### config.mk
export PLATFORM = sky130hd
export DESIGN_NAME = tbus_ddr_arbiter
export DESIGN_NICKNAME = d
export VERILOG_FILES = /design/src/rtl/tbus_ddr_arbiter.sv
export SDC_FILE = /design/constraint.sdc
export NUM_CORES = 1
export LEC_CHECK = 0
export ABC_AREA = 1
export BUFFER_PORTS_ARGS = -buffer_cell sky130_fd_sc_hd__buf_2
export CAP_MARGIN = 30
export CORE_AREA = 2 2 253 255
export CTS_CLUSTER_SIZE = 16
export DETAILED_ROUTE_END_ITERATION = 6
export DIE_AREA = 0 0 255 257
export PLACE_DENSITY = 0.39
export SKIP_CTS_REPAIR_TIMING = 1
export SLEW_MARGIN = 15
export SYNTH_ARGS = -nofsm -noshare
export SYNTH_HDL_FRONTEND = slang
export SYNTH_SLANG_ARGS = --single-unit
### constraint.sdc
create_clock -name clock -period 5.1 [get_ports clock]
set_clock_uncertainty 0.15 [all_clocks]
set_input_delay 0.51 -clock clock [delete_from_list [all_inputs] [get_ports clock]]
set_output_delay 0.51 -clock clock [all_outputs]
set_load 0.005 [all_outputs]
### src/rtl/tbus_ddr_arbiter.sv
// ============================================================================
// Module  : tbus_ddr_arbiter
// Brief   : icache/dcache to DDR tbus arbiter, one outstanding transaction.
// Revision: 1.0 - initial release
// ============================================================================
`default_nettype none

`ifndef TBUS_READ
`define TBUS_READ  2'd1
`endif
`ifndef TBUS_WRITE
`define TBUS_WRITE 2'd2
`endif

module tbus_ddr_arbiter #(
  parameter int ADDR_WIDTH = 64,
  parameter int DATA_WIDTH = 64,
  parameter int ARB_MODE   = 0
) (
  input  logic                  clock,
  input  logic                  reset,
  input  logic                  icache2arb_tbus_index_valid,
  output logic                  icache2arb_tbus_index_ready,
  input  logic [ADDR_WIDTH-1:0] icache2arb_tbus_index,
  input  logic [1:0]            icache2arb_tbus_operation_type,
  output logic [DATA_WIDTH-1:0] icache2arb_tbus_read_data,
  output logic                  icache2arb_tbus_operation_done,
  input  logic                  dcache2arb_tbus_index_valid,
  output logic                  dcache2arb_tbus_index_ready,
  input  logic [ADDR_WIDTH-1:0] dcache2arb_tbus_index,
  input  logic [DATA_WIDTH-1:0] dcache2arb_tbus_write_data,
  input  logic [DATA_WIDTH-1:0] dcache2arb_tbus_write_mask,
  input  logic [1:0]            dcache2arb_tbus_operation_type,
  output logic [DATA_WIDTH-1:0] dcache2arb_tbus_read_data,
  output logic                  dcache2arb_tbus_operation_done,
  output logic                  arb2ddr_tbus_index_valid,
  input  logic                  arb2ddr_tbus_index_ready,
  output logic [ADDR_WIDTH-1:0] arb2ddr_tbus_index,
  output logic [DATA_WIDTH-1:0] arb2ddr_tbus_write_data,
  output logic [DATA_WIDTH-1:0] arb2ddr_tbus_write_mask,
  output logic [1:0]            arb2ddr_tbus_operation_type,
  input  logic [DATA_WIDTH-1:0] arb2ddr_tbus_read_data,
  input  logic                  arb2ddr_tbus_operation_done
);

  localparam logic [1:0] IDLE      = 2'd0;
  localparam logic [1:0] ISSUE     = 2'd1;
  localparam logic [1:0] WAIT_DONE = 2'd2;
  localparam logic [1:0] RESP      = 2'd3;

  logic [1:0]            state;
  logic [1:0]            state_next;
  logic                  last_grant;   // 1 = dcache
  logic                  owner;        // 1 = dcache
  logic [ADDR_WIDTH-1:0] lat_index;
  logic [1:0]            lat_op;
  logic [DATA_WIDTH-1:0] lat_wdata;
  logic [DATA_WIDTH-1:0] lat_wmask;
  logic [DATA_WIDTH-1:0] resp_data;

  logic pick_d;
  logic pick_i;
  logic accept;
  logic capture;

  // dcache wins when alone, in fixed-priority mode, or when icache had the last grant
  assign pick_d = dcache2arb_tbus_index_valid &
                  (~icache2arb_tbus_index_valid | (ARB_MODE != 0) | ~last_grant);
  assign pick_i = icache2arb_tbus_index_valid & ~pick_d;
  assign accept = (state == IDLE) & ~reset & (pick_d | pick_i);
  assign capture = arb2ddr_tbus_operation_done &
                   (((state == ISSUE) & arb2ddr_tbus_index_ready) | (state == WAIT_DONE));

  always_ff @(posedge clock) begin
    if (reset) begin
      state <= IDLE;
    end else begin
      state <= state_next;
    end
  end

  always_comb begin
    state_next = state;
    case (state)
      IDLE:      if (accept) state_next = ISSUE;
      ISSUE:     if (arb2ddr_tbus_index_ready)
                   state_next = arb2ddr_tbus_operation_done ? RESP : WAIT_DONE;
      WAIT_DONE: if (arb2ddr_tbus_operation_done) state_next = RESP;
      RESP:      state_next = IDLE;
      default:   state_next = IDLE;
    endcase
  end

  always_ff @(posedge clock) begin
    if (reset) begin
      last_grant <= 1'b0;
      owner      <= 1'b0;
      lat_index  <= '0;
      lat_op     <= '0;
      lat_wdata  <= '0;
      lat_wmask  <= '0;
      resp_data  <= '0;
    end else begin
      if (accept) begin
        last_grant <= pick_d;
        owner      <= pick_d;
        lat_index  <= pick_d ? dcache2arb_tbus_index : icache2arb_tbus_index;
        lat_op     <= pick_d ? dcache2arb_tbus_operation_type
                             : icache2arb_tbus_operation_type;
        lat_wdata  <= pick_d ? dcache2arb_tbus_write_data : '0;
        lat_wmask  <= pick_d ? dcache2arb_tbus_write_mask : '0;
      end
      if (capture) begin
        resp_data <= (lat_op == `TBUS_READ) ? arb2ddr_tbus_read_data : '0;
      end
    end
  end

  always_comb begin
    icache2arb_tbus_index_ready    = (state == IDLE) & ~reset & pick_i;
    dcache2arb_tbus_index_ready    = (state == IDLE) & ~reset & pick_d;
    arb2ddr_tbus_index_valid       = 1'b0;
    arb2ddr_tbus_index             = '0;
    arb2ddr_tbus_write_data        = '0;
    arb2ddr_tbus_write_mask        = '0;
    arb2ddr_tbus_operation_type    = '0;
    icache2arb_tbus_operation_done = 1'b0;
    icache2arb_tbus_read_data      = '0;
    dcache2arb_tbus_operation_done = 1'b0;
    dcache2arb_tbus_read_data      = '0;
    if (!reset) begin
      if (state == ISSUE) begin
        arb2ddr_tbus_index_valid    = 1'b1;
        arb2ddr_tbus_index          = lat_index;
        arb2ddr_tbus_write_data     = lat_wdata;
        arb2ddr_tbus_write_mask     = lat_wmask;
        arb2ddr_tbus_operation_type = lat_op;
      end
      if (state == RESP) begin
        if (owner) begin
          dcache2arb_tbus_operation_done = 1'b1;
          dcache2arb_tbus_read_data      = resp_data;
        end else begin
          icache2arb_tbus_operation_done = 1'b1;
          icache2arb_tbus_read_data      = resp_data;
        end
      end
    end
  end

endmodule

`default_nettype wire

==> results of run 1 <==
critical path: stages, from the launching register on:
cell and delay (ns):
sky130_fd_sc_hd__dfxtp_1 0.42, sky130_fd_sc_hd__ha_1 0.22, sky130_fd_sc_hd__nand3_2 0.65, sky130_fd_sc_hd__buf_4 0.51, sky130_fd_sc_hd__nor2_1 0.15, sky130_fd_sc_hd__buf_2 0.13
flip-flops by register name (all words and copies together), names as in the netlist:
| register | flops |
|---|---|
| owner | 1 |
| lat_wmask | 64 |
| lat_wdata | 64 |
| resp_data | 64 |
| lat_index | 64 |
| state | 2 |
| lat_op | 2 |
area by class of cell:
cell class / count / area share
clock inverter: 6 / 0.004245
tap: 846 / 0.06087
antenna: 13 / 0.001871
timing repair buffer: 681 / 0.2035
multi-input combinational: 1392 / 0.3431
inverter: 110 / 0.02418
clock buffer: 58 / 0.06174
sequential: 261 / 0.3005
per-layer routing:
metal  wire length [µm]  track usage  vias up
met5                109            0        -
met4               1594      0.06059       16
met3               4301      0.04501       97
met2              27880       0.2846      509
met1              23510       0.1918     6798
li1                   -            -     7205
through the flow:
step	instances	instance area, µm²	total power, mW	hold slack, ns
floorplan	1930	12390	4.047	0.2894
global placement	3288	16170	4.735	0.2984
detailed placement	3289	16190	4.762	0.3023
CTS	3353	17340	7.315	0.01969
global route	3363	17380	7.675	0.03457
finish	3367	17390	7.185	0.05904
worst max path at each step:
stage / cells after the start / to / from
5_1_grt: 5 / dcache2arb_tbus_read_data[16] / state[0]
2_1_floorplan: 5 / icache2arb_tbus_read_data[10] / reset
3_5_place_dp: 8 / lat_wmask[45] / reset
6_report: 5 / dcache2arb_tbus_read_data[16] / state[0]
4_1_cts: 5 / dcache2arb_tbus_read_data[16] / state[0]
3_3_place_gp: 6 / arb2ddr_tbus_operation_type[1] / reset
cells by family after synthesis:
logic type / share of synthesized area
AND/OR/NAND/NOR: 0.3211
AO/OA/AOI/OAI: 0.1528
buffers and inverters: 0.09944
flip-flops: 0.4216
adder cells (fa/ha/maj): 0.005047
cells in the final DEF (no fill, tap or decap), drive strengths merged:
| cell | n |
|---|---|
| nand2 | 493 |
| clkinv | 4 |
| nor3 | 1 |
| inv | 111 |
| nand3 | 133 |
| o21ai | 182 |
| clkbuf | 58 |
| o21bai | 1 |
| bufinv | 1 |
| a21oi | 195 |
| diode | 13 |
| ha | 5 |
| buf | 681 |
| nor2 | 382 |
| dfxtp | 261 |
power groups by stage:
stage | clock (mW) | sequential (mW) | combinational [mW]
6_report | 2.49 | 2.65 | 2.05
3_5_place_dp | 0 | 2.69 | 2.07
3_3_place_gp | 0 | 2.68 | 2.05
4_1_cts | 2.59 | 2.65 | 2.08
2_1_floorplan | 0 | 2.63 | 1.41
5_1_grt | 2.66 | 2.70 | 2.31
==> summary.json, run 1 <==
{
  "drt.antenna.violating_nets": {"value": 0},
  "worst_ep_required_time": {"value": 4.44, "unit": "ns"},
  "grt-ovfl-total": {"value": 0},
  "fmaxAchievable": {"value": 304.6, "unit": "MHz"},
  "floorplan.die_area": {"value": 65540, "unit": "µm²"},
  "maxCapViolCount": {"value": 0},
  "timing_max_transition_violations_final": {"value": 0},
  "port_buffers": {"value": 656},
  "share_clk_of_total_power": {"value": 0.346},
  "p_sw_frac": {"value": 0.3659},
  "asyncSetResetFlopFracSynth": {"value": 0},
  "multi_input_area": {"value": 5966, "unit": "µm²"},
  "wire_per_inst": {"value": 17.05, "unit": "µm"},
  "grt_antenna_before_repair": {"value": 21},
  "setup-violations-final": {"value": 0},
  "maxSlewHeadroom": {"value": 0.4352},
  "remaining_drc_errors": {"value": 0},
  "synth_top_cell_by_area": {"value": "sky130_fd_sc_hd__dfxtp_1"},
  "timing.setup.tns": {"value": 0, "unit": "ns"},
  "pre_cts_slack": {"value": 1.950, "unit": "ns"},
  "post_drt_via_cell_ratio": {"value": 4.344},
  "floorplan.die.width": {"value": 255, "unit": "µm"},
  "yosysUniqueCellTypes": {"value": 21},
  "groute.usage.overall": {"value": 0.1643},
  "cts_htree_levels": {"value": 2},
  "clock_sink_count": {"value": 261},
  "outcome": {"value": "finished, final reports clean"},
  "grt_setup_unrepaired": {"value": "no"},
  "cts.root.buffer_cell": {"value": "sky130_fd_sc_hd__clkbuf_16"},
  "post-route-period-util": {"value": 0.6436},
  "synth_cells": {"value": 1930},
  "synthTopCellsByCount": {"value": "sky130_fd_sc_hd__nand2_1 (491), sky130_fd_sc_hd__nor2_1 (380), sky130_fd_sc_hd__dfxtp_1 (261)"},
  "number_of_failing_hold_endpoints_at_the_final_stage": {"value": 0},
  "worst_setup_hold_path_clk_slew": {"value": 0.06, "unit": "ns"},
  "cp_data_arrival_time": {"value": 2.62, "unit": "ns"},
  "critPathMaxFanout": {"value": 41},
  "drive_above_1_share": {"value": 0.2970},
  "site_rows": {"value": 92},
  "num_vias": {"value": 14625},
  "die_height": {"value": 257, "unit": "µm"},
  "combPwrFrac": {"value": 0.285},
  "worst_hold_path.num_cells": {"value": 3},
  "yosys_warnings": {"value": 0},
  "grt_pass1_wl": {"value": 83650, "unit": "µm"},
  "power.leakage": {"value": 7.926, "unit": "nW"},
  "seqCellArea": {"value": 5226, "unit": "µm²"},
  "rrSetupSlack": {"value": 2.38, "unit": "ns"},
  "vias_in_the_first_global_route": {"value": 13933},
  "cp-end-kind": {"value": "output pin"},
  "intPower": {"value": 4.556, "unit": "mW"},
  "area_added_between_synthesis_and_finish": {"value": 40.30, "unit": "%"},
  "post-synth-top-area-fraction": {"value": 0.4216},
  "synthesis.nets": {"value": 2265},
  "drt-pass1-iter-count": {"value": 5},
  "final_nets": {"value": 2816},
  "numCtsBuffers": {"value": 35},
  "syn-cell-area": {"value": 12390, "unit": "µm²"},
  "crit_path_launch_type": {"value": "register"},
  "power.switching": {"value": 2.629, "unit": "mW"},
  "pwr_density_cell": {"value": 413.2, "unit": "nW/µm²"},
  "initialDrtViolationCount": {"value": 797},
  "criticalPathCategory": {"value": "reg -> out"},
  "grt_start_max_net_pins": {"value": 129},
  "clock_insertion_delay_at_the_later_pin_of_the_skew_report": {"value": 0.54, "unit": "ns"},
  "hpwl": {"value": 40940, "unit": "µm"},
  "cts_tree": {"value": "yes"},
  "synth_edf_count": {"value": 0},
  "ys_seq_area_frac": {"value": 0.4216},
  "floorplan.io_pins": {"value": 657},
  "fin_crit": {"value": 3.283, "unit": "ns"},
  "synthFlopType": {"value": "sky130_fd_sc_hd__dfxtp_1"},
  "routed_wirelength": {"value": 57400, "unit": "µm"},
  "pwr-share-seq": {"value": 0.369},
  "worst_slack": {"value": 1.817, "unit": "ns"},
  "area_of_the_core_region": {"value": 62740, "unit": "µm²"},
  "vdd.ir_drop.worst": {"value": 202.7, "unit": "µV"},
  "synth_seq_cells": {"value": 261},
  "worstHoldStart": {"value": "dcache2arb_tbus_write_mask[56]"},
  "regToRegStartpoint": {"value": "owner"},
  "tightestPinTransition": {"value": 0.8472, "unit": "ns"},
  "worst_r2r_endpoint": {"value": "lat_index[23]"},
  "post-synth-top-count-cell": {"value": "sky130_fd_sc_hd__nand2_1"},
  "clockBufferDepth": {"value": 3},
  "gpl.final_weighted_congestion": {"value": 0.8130},
  "hold_end": {"value": "lat_wmask[56]"},
  "min-delay-path-class": {"value": "in -> reg"},
  "fill_cell_count": {"value": 7156},
  "layout.core_utilization": {"value": 0.2772},
  "ys_top_cells_by_area": {"value": "sky130_fd_sc_hd__dfxtp_1 (42%), sky130_fd_sc_hd__nand2_1 (15%), sky130_fd_sc_hd__nor2_1 (12%), sky130_fd_sc_hd__a21oi_1 (7.9%), sky130_fd_sc_hd__nand3_1 (5.4%)"},
  "floorplan.initialDensity": {"value": 0.1976},
  "postSynthAreaPerCell": {"value": 6.422, "unit": "µm²"},
  "worst_reg_to_reg_path_cell_count": {"value": 9}
}
(Power assumes the default switching activity.)
==> run 2: changes to the inputs <==
--- a/config.mk
+++ b/config.mk
@@ -5,14 +5,14 @@
 export SDC_FILE = /design/constraint.sdc
 export NUM_CORES = 1
 export LEC_CHECK = 0
-export ABC_AREA = 1
+export ABC_AREA = 0
 export BUFFER_PORTS_ARGS = -buffer_cell sky130_fd_sc_hd__buf_2
 export CAP_MARGIN = 30
-export CORE_AREA = 2 2 253 255
+export CORE_AREA = 2 2 257 259
 export CTS_CLUSTER_SIZE = 16
 export DETAILED_ROUTE_END_ITERATION = 6
-export DIE_AREA = 0 0 255 257
-export PLACE_DENSITY = 0.39
+export DIE_AREA = 0 0 259 261
+export PLACE_DENSITY = 0.38
 export SKIP_CTS_REPAIR_TIMING = 1
 export SLEW_MARGIN = 15
 export SYNTH_ARGS = -nofsm -noshare
==> constraint.sdc (replaced) <==
create_clock -name clock -period 2.8 [get_ports clock]
set_clock_uncertainty 0.15 [all_clocks]
set_input_delay 0.28 -clock clock [delete_from_list [all_inputs] [get_ports clock]]
set_output_delay 0.28 -clock clock [all_outputs]
set_load 0.005 [all_outputs]
==> summary.json, run 2 <==
{
  "synthFlopType": {"value": "sky130_fd_sc_hd__dfxtp_1"},
  "site_rows": {"value": 94},
  "port_buffers": {"value": 656},
  "synthTopCellsByCount": {"value": "sky130_fd_sc_hd__dfxtp_1 (261), sky130_fd_sc_hd__nor2_1 (197), sky130_fd_sc_hd__and3_1 (195)"},
  "post-route-period-util": {"value": 0.9283},
  "synth_top_cell_by_area": {"value": "sky130_fd_sc_hd__dfxtp_1"},
  "crit_path_launch_type": {"value": "register"},
  "cp_data_arrival_time": {"value": 2.17, "unit": "ns"},
  "synth_edf_count": {"value": 0},
  "num_vias": {"value": 13683},
  "hpwl": {"value": 36890, "unit": "µm"},
  "regToRegStartpoint": {"value": "owner"},
  "asyncSetResetFlopFracSynth": {"value": 0},
  "power.leakage": {"value": 10.14, "unit": "nW"},
  "post-synth-top-area-fraction": {"value": 0.4365},
  "floorplan.io_pins": {"value": 657},
  "criticalPathCategory": {"value": "reg -> out"},
  "timing_max_transition_violations_final": {"value": 0},
  "yosysUniqueCellTypes": {"value": 28},
  "final_cell_mix": {"value": "sky130_fd_sc_hd__buf_2 (655), sky130_fd_sc_hd__dlygate4sd3_1 (304), sky130_fd_sc_hd__dfxtp_1 (261), sky130_fd_sc_hd__nor2_1 (197), sky130_fd_sc_hd__and3_1 (195)"},
  "initialDrtViolationCount": {"value": 660},
  "setup-violations-final": {"value": 0},
  "numCtsBuffers": {"value": 36},
  "routed_wirelength": {"value": 53170, "unit": "µm"},
  "ys_seq_area_frac": {"value": 0.4365},
  "grt_pass1_wl": {"value": 75870, "unit": "µm"},
  "maxSlewHeadroom": {"value": 0.5345},
  "groute.usage.overall": {"value": 0.1428},
  "fmaxAchievable": {"value": 384.7, "unit": "MHz"},
  "area_added_between_synthesis_and_finish": {"value": 69.92, "unit": "%"},
  "drt.antenna.violating_nets": {"value": 0},
  "layout.cells.most_common": {"value": "sky130_fd_sc_hd__buf_2"},
  "worst_reg_to_reg_path_cell_count": {"value": 6},
  "synthesis.nets": {"value": 1755},
  "grt_setup_unrepaired": {"value": "no"},
  "worst_r2r_endpoint": {"value": "lat_index[19]"},
  "area_of_the_core_region": {"value": 65040, "unit": "µm²"},
  "clockBufferDepth": {"value": 3},
  "grt_antenna_before_repair": {"value": 5},
  "number_of_failing_hold_endpoints_at_the_final_stage": {"value": 7},
  "clock_sink_count": {"value": 261},
  "violations_in_the_final_reports": {"value": "hold timing"},
  "cp-end-kind": {"value": "output pin"},
  "fill_cell_count": {"value": 6972},
  "post-synth-top-count-cell": {"value": "sky130_fd_sc_hd__dfxtp_1"},
  "clock_insertion_delay_at_the_later_pin_of_the_skew_report": {"value": 0.54, "unit": "ns"},
  "fin_crit": {"value": 2.599, "unit": "ns"},
  "syn-cell-area": {"value": 11970, "unit": "µm²"},
  "path_cells": {"value": "ha_1 -> and3_1 -> buf_4 -> and2_1 -> buf_2"},
  "post_drt_via_cell_ratio": {"value": 4.293},
  "critPathMaxFanout": {"value": 65},
  "cts_htree_levels": {"value": 2},
  "multi_input_area": {"value": 6090, "unit": "µm²"},
  "cts_tree": {"value": "yes"},
  "vdd.ir_drop.worst": {"value": 361.9, "unit": "µV"},
  "tightestPinTransition": {"value": 0.6982, "unit": "ns"},
  "wire_per_inst": {"value": 16.68, "unit": "µm"},
  "yosys_warnings": {"value": 0},
  "gpl.final_weighted_congestion": {"value": 0.8085},
  "cts.root.buffer_cell": {"value": "sky130_fd_sc_hd__clkbuf_16"},
  "ys_top_cells_by_area": {"value": "sky130_fd_sc_hd__dfxtp_1 (44%), sky130_fd_sc_hd__and3_1 (10%), sky130_fd_sc_hd__a22oi_1 (8.0%), sky130_fd_sc_hd__and2_1 (6.8%), sky130_fd_sc_hd__nor2_1 (6.2%)"},
  "vias_in_the_first_global_route": {"value": 12429},
  "rrSetupSlack": {"value": 0.43, "unit": "ns"},
  "cpPeakStageDelay": {"value": 0.43, "unit": "ns"},
  "maxCapViolCount": {"value": 0},
  "hold_ws": {"value": -0.02127, "unit": "ns"},
  "min-delay-path-class": {"value": "in -> reg"},
  "grt_start_max_net_pins": {"value": 122},
  "floorplan.initialDensity": {"value": 0.1840},
  "pwr_density_cell": {"value": 618.6, "unit": "nW/µm²"},
  "drive_above_1_share": {"value": 0.3253},
  "worstHoldStart": {"value": "icache2arb_tbus_index[30]"},
  "postSynthAreaPerCell": {"value": 8.430, "unit": "µm²"},
  "remaining_drc_errors": {"value": 0},
  "hold_end": {"value": "lat_index[30]"},
  "drt-pass1-iter-count": {"value": 5},
  "timing.setup.tns": {"value": 0, "unit": "ns"},
  "seqCellArea": {"value": 5225, "unit": "µm²"},
  "die_height": {"value": 261, "unit": "µm"},
  "floorplan.die.width": {"value": 259, "unit": "µm"},
  "grt-ovfl-total": {"value": 0},
  "final_nets": {"value": 2634},
  "synth_cells": {"value": 1420},
  "worst_ep_required_time": {"value": 2.37, "unit": "ns"},
  "synth_seq_cells": {"value": 261},
  "outcome": {"value": "finished, violations left"},
  "floorplan.die_area": {"value": 67600, "unit": "µm²"},
  "crit_path_top_delay_cell": {"value": "sky130_fd_sc_hd__dfxtp_1"},
  "worst_hold_path.num_cells": {"value": 4},
  "worst_setup_hold_path_clk_slew": {"value": 0.05, "unit": "ns"}
}
-- run 2: cells by family after synthesis --
logic type,after synthesis,share of synthesized area
and+or+nand+nor,657,0.2821
AOI/OAI and AO/OA,270,0.1623
DFF,261,0.4365
buffers and inverters,161,0.05864
muxes,66,0.05519
adders and majority gates,5,0.005226
-- run 2: per-stage QoR --
stage | cell area (µm²) | setup WS, ns | total power [mW] | util | cells
2_1_floorplan | 11970 | 0.9244 | 6.572 | - | 1420
3_3_place_gp | 16160 | 0.6701 | 7.856 | 0.2485 | 2819
3_5_place_dp | 16160 | 0.5921 | 7.908 | 0.2485 | 2819
4_1_cts | 17270 | -0.002648 | 12.43 | 0.2656 | 2879
5_1_grt | 20340 | 0.0006404 | 13.39 | 0.3127 | 3187
6_report | 20340 | 0.2008 | 12.58 | 0.3127 | 3187
-- run 2: routing by layer --
layer,GRT usage,share of wire
met5,0,0.00070
met4,0.04769,0.026
met3,0.03368,0.057
met2,0.2554,0.51
met1,0.1672,0.41
-- run 2: power by group --
part	switching, mW	internal (mW)	total (mW)
Sequential	0.272	4.26	4.53
Combinational	2.07	1.61	3.67
Clock	1.75	2.63	4.38
-- run 2: worst max-delay path by stage --
stage             start                            to  slack (ns)  cells past startpoint
2_1_floorplan  state[0]                 lat_wdata[54]        0.92                      9
3_3_place_gp   state[0]   dcache2arb_tbus_index_ready        0.67                      6
3_5_place_dp   state[0]                 lat_wdata[26]        0.59                      8
4_1_cts        state[0]   dcache2arb_tbus_index_ready      -0.003                      6
5_1_grt        state[0]  dcache2arb_tbus_read_data[3]      0.0006                      5
6_report       state[0]  dcache2arb_tbus_read_data[3]        0.20                      5
-- run 2: cell type report --
type,instances,area share
repair buffers,997,0.3344
inverters,5,0.001169
well taps,864,0.05315
multi-input cells,998,0.2994
flip-flops and latches,261,0.2569
clock buffers,54,0.05260
diodes,2,0.0002461
clock inverters,6,0.002153
-- run 2: critical path: cells and delay by family (launching register included) --
kind,cells,cell delay [ns]
buffers and inverters,2,0.55
and+or+nand+nor,2,0.40
DFF,1,0.43
adders and majority gates,1,0.22
==> run 3: changes to the inputs <==
--- a/config.mk
+++ b/config.mk
@@ -12,7 +12,7 @@
 export CTS_CLUSTER_SIZE = 16
 export DETAILED_ROUTE_END_ITERATION = 6
 export DIE_AREA = 0 0 259 261
-export PLACE_DENSITY = 0.38
+export PLACE_DENSITY = 0.36
 export SKIP_CTS_REPAIR_TIMING = 1
 export SLEW_MARGIN = 15
 export SYNTH_ARGS = -nofsm -noshare
==> constraint.sdc (replaced) <==
create_clock -name clock -period 3.22 [get_ports clock]
set_clock_uncertainty 0.15 [all_clocks]
set_input_delay 0.322 -clock clock [delete_from_list [all_inputs] [get_ports clock]]
set_output_delay 0.322 -clock clock [all_outputs]
set_load 0.005 [all_outputs]
==> summary.json, run 3 (same netlist as run 2, synthesis figures left out) <==
{
  "pre_cts_slack": {"value": 0.8237, "unit": "ns"},
  "path_cells": {"value": "inv_1 -> ha_1 -> nor2b_2 -> and2_4 -> buf_2"},
  "final_nets": {"value": 2539},
  "outcome": {"value": "finished, violations left"},
  "cp-end-kind": {"value": "output pin"},
  "fin_crit": {"value": 2.899, "unit": "ns"},
  "critPathMaxFanout": {"value": 47},
  "power.leakage": {"value": 9.732, "unit": "nW"},
  "timing_max_transition_violations_final": {"value": 0},
  "vias_in_the_first_global_route": {"value": 12006},
  "drt.antenna.violating_nets": {"value": 0},
  "seqCellArea": {"value": 5225, "unit": "µm²"},
  "setup-violations-final": {"value": 0},
  "floorplan.io_pins": {"value": 657},
  "floorplan.die.width": {"value": 259, "unit": "µm"},
  "num_vias": {"value": 13289},
  "layout.cells.most_common": {"value": "sky130_fd_sc_hd__buf_2"},
  "drive_above_1_share": {"value": 0.3368},
  "gpl.final_weighted_congestion": {"value": 0.7920},
  "port_buffers": {"value": 656},
  "initialDrtViolationCount": {"value": 649},
  "clockBufferDepth": {"value": 3},
  "grt-ovfl-total": {"value": 0},
  "fmaxAchievable": {"value": 345.0, "unit": "MHz"},
  "crit_path_top_delay_cell": {"value": "sky130_fd_sc_hd__and2_4"},
  "floorplan.initialDensity": {"value": 0.1840},
  "stdcell_area": {"value": 19380, "unit": "µm²"},
  "groute.usage.overall": {"value": 0.1407},
  "final_cell_mix": {"value": "sky130_fd_sc_hd__buf_2 (655), sky130_fd_sc_hd__dfxtp_1 (261), sky130_fd_sc_hd__dlygate4sd3_1 (219), sky130_fd_sc_hd__nor2_1 (197), sky130_fd_sc_hd__and3_1 (195)"},
  "antenna_cells": {"value": 0},
  "remaining_drc_errors": {"value": 0},
  "violations_in_the_final_reports": {"value": "hold timing"},
  "maxCapViolCount": {"value": 0},
  "timing.setup.tns": {"value": 0, "unit": "ns"},
  "combPwrFrac": {"value": 0.276},
  "min-delay-path-class": {"value": "in -> reg"},
  "area_added_between_synthesis_and_finish": {"value": 61.91, "unit": "%"},
  "hold_ws": {"value": -0.03049, "unit": "ns"},
  "floorplan.die_area": {"value": 67600, "unit": "µm²"},
  "pwr-share-seq": {"value": 0.366},
  "fill_cell_count": {"value": 7047},
  "cpPeakStageDelay": {"value": 0.68, "unit": "ns"},
  "worst_setup_hold_path_clk_slew": {"value": 0.05, "unit": "ns"},
  "routed_wirelength": {"value": 52140, "unit": "µm"},
  "grt_setup_unrepaired": {"value": "no"},
  "placement.cell_area": {"value": 16040, "unit": "µm²"},
  "grt_pass1_wl": {"value": 74110, "unit": "µm"},
  "share_clk_of_total_power": {"value": 0.358},
  "vdd.ir_drop.worst": {"value": 407.8, "unit": "µV"},
  "worst_slack": {"value": 0.3214, "unit": "ns"},
  "criticalPathCategory": {"value": "reg -> out"},
  "clock_insertion_delay_at_the_later_pin_of_the_skew_report": {"value": 0.53, "unit": "ns"},
  "cts_tree": {"value": "yes"},
  "hpwl": {"value": 36000, "unit": "µm"},
  "maxSlewHeadroom": {"value": 0.4685},
  "cp_data_arrival_time": {"value": 2.43, "unit": "ns"},
  "p_total": {"value": 10.75, "unit": "mW"},
  "cts.root.buffer_cell": {"value": "sky130_fd_sc_hd__clkbuf_16"},
  "intPower": {"value": 7.182, "unit": "mW"},
  "cts_htree_levels": {"value": 2},
  "numCtsBuffers": {"value": 34},
  "post-route-period-util": {"value": 0.9002},
  "clock_sink_count": {"value": 261},
  "crit_path_launch_type": {"value": "register"},
  "drt-pass1-iter-count": {"value": 4},
  "site_rows": {"value": 94},
  "tightestPinTransition": {"value": 0.7973, "unit": "ns"},
  "wire_per_inst": {"value": 16.85, "unit": "µm"},
  "number_of_failing_hold_endpoints_at_the_final_stage": {"value": 19},
  "die_height": {"value": 261, "unit": "µm"},
  "worst_ep_required_time": {"value": 2.75, "unit": "ns"},
  "power.switching": {"value": 3.568, "unit": "mW"},
  "grt_antenna_before_repair": {"value": 2},
  "p_sw_frac": {"value": 0.3319},
  "multi_input_area": {"value": 6090, "unit": "µm²"},
  "area_of_the_core_region": {"value": 65040, "unit": "µm²"},
  "grt_start_max_net_pins": {"value": 134},
  "pwr_density_cell": {"value": 554.6, "unit": "nW/µm²"},
  "post_drt_via_cell_ratio": {"value": 4.295}
}
run 3: cell types whose count changed in the layout (fill, tap and decap cells not counted), moves of 2 or more:
cell / change
sky130_fd_sc_hd__bufinv_16: +2
sky130_fd_sc_hd__buf_4: -3
sky130_fd_sc_hd__diode_2: -2
sky130_fd_sc_hd__clkbuf_1: -2
sky130_fd_sc_hd__clkbuf_16: -3
sky130_fd_sc_hd__buf_12: -5
sky130_fd_sc_hd__clkinv_2: +5
sky130_fd_sc_hd__dlygate4sd3_1: -85
run 3: area by class of cell:
type / count / share of cell area
Clock inverter: 14 / 0.007424
Timing Repair Buffer: 904 / 0.3015
Tap cell: 864 / 0.05578
Sequential cell: 261 / 0.2696
Clock buffer: 48 / 0.05023
Multi-Input combinational cell: 998 / 0.3142
Inverter: 5 / 0.001227
run 3: critical path: cells and delay by family (launching register included):
family / cells / cell delay (ns)
flops: 1 / 0.36
fa+ha+maj: 1 / 0.17
buf+inv: 2 / 0.39
simple gates: 2 / 0.91
run 3: path summary, 6_finish.rpt:
| check | startpoint | end | slack, ns | cells past startpoint |
|---|---|---|---|---|
| worst max-delay path | state[0] | dcache2arb_tbus_index_ready | 0.32 | 5 |
| worst min-delay path | icache2arb_tbus_index[5] | lat_index[5] | -0.03 | 4 |
| worst max register to register | state[0] | lat_wdata[60] | 0.86 | 7 |
| worst min register to register | resp_data[32] | resp_data[32] | 0.31 | 2 |
run 3: power groups by stage:
stage | registers, mW | logic [mW] | clock network [mW]
after floorplan | 3.92 | 1.80 | 0
after global placement | 3.99 | 2.75 | 0
after detailed placement | 4.00 | 2.78 | 0
after CTS | 3.94 | 2.78 | 4.01
after global routing | 4.00 | 3.28 | 4.12
final | 3.94 | 2.97 | 3.84
run 3: stage by stage:
stage	utilization	instances	hold WS, ns
2_1_floorplan	-	1420	0.2857
3_3_place_gp	0.2467	2812	0.2979
3_5_place_dp	0.2467	2812	0.3040
4_1_cts	0.2639	2874	-0.1641
5_1_grt	0.2980	3094	0.0001434
6_report	0.2980	3094	-0.03049
run 3: routing by layer:
metal,global-route usage,up-vias,share of wire
met5,0,-,0.00027
met4,0.04978,4,0.023
met3,0.03823,76,0.059
li1,-,6529,-
met2,0.2426,418,0.50
met1,0.1679,6262,0.42
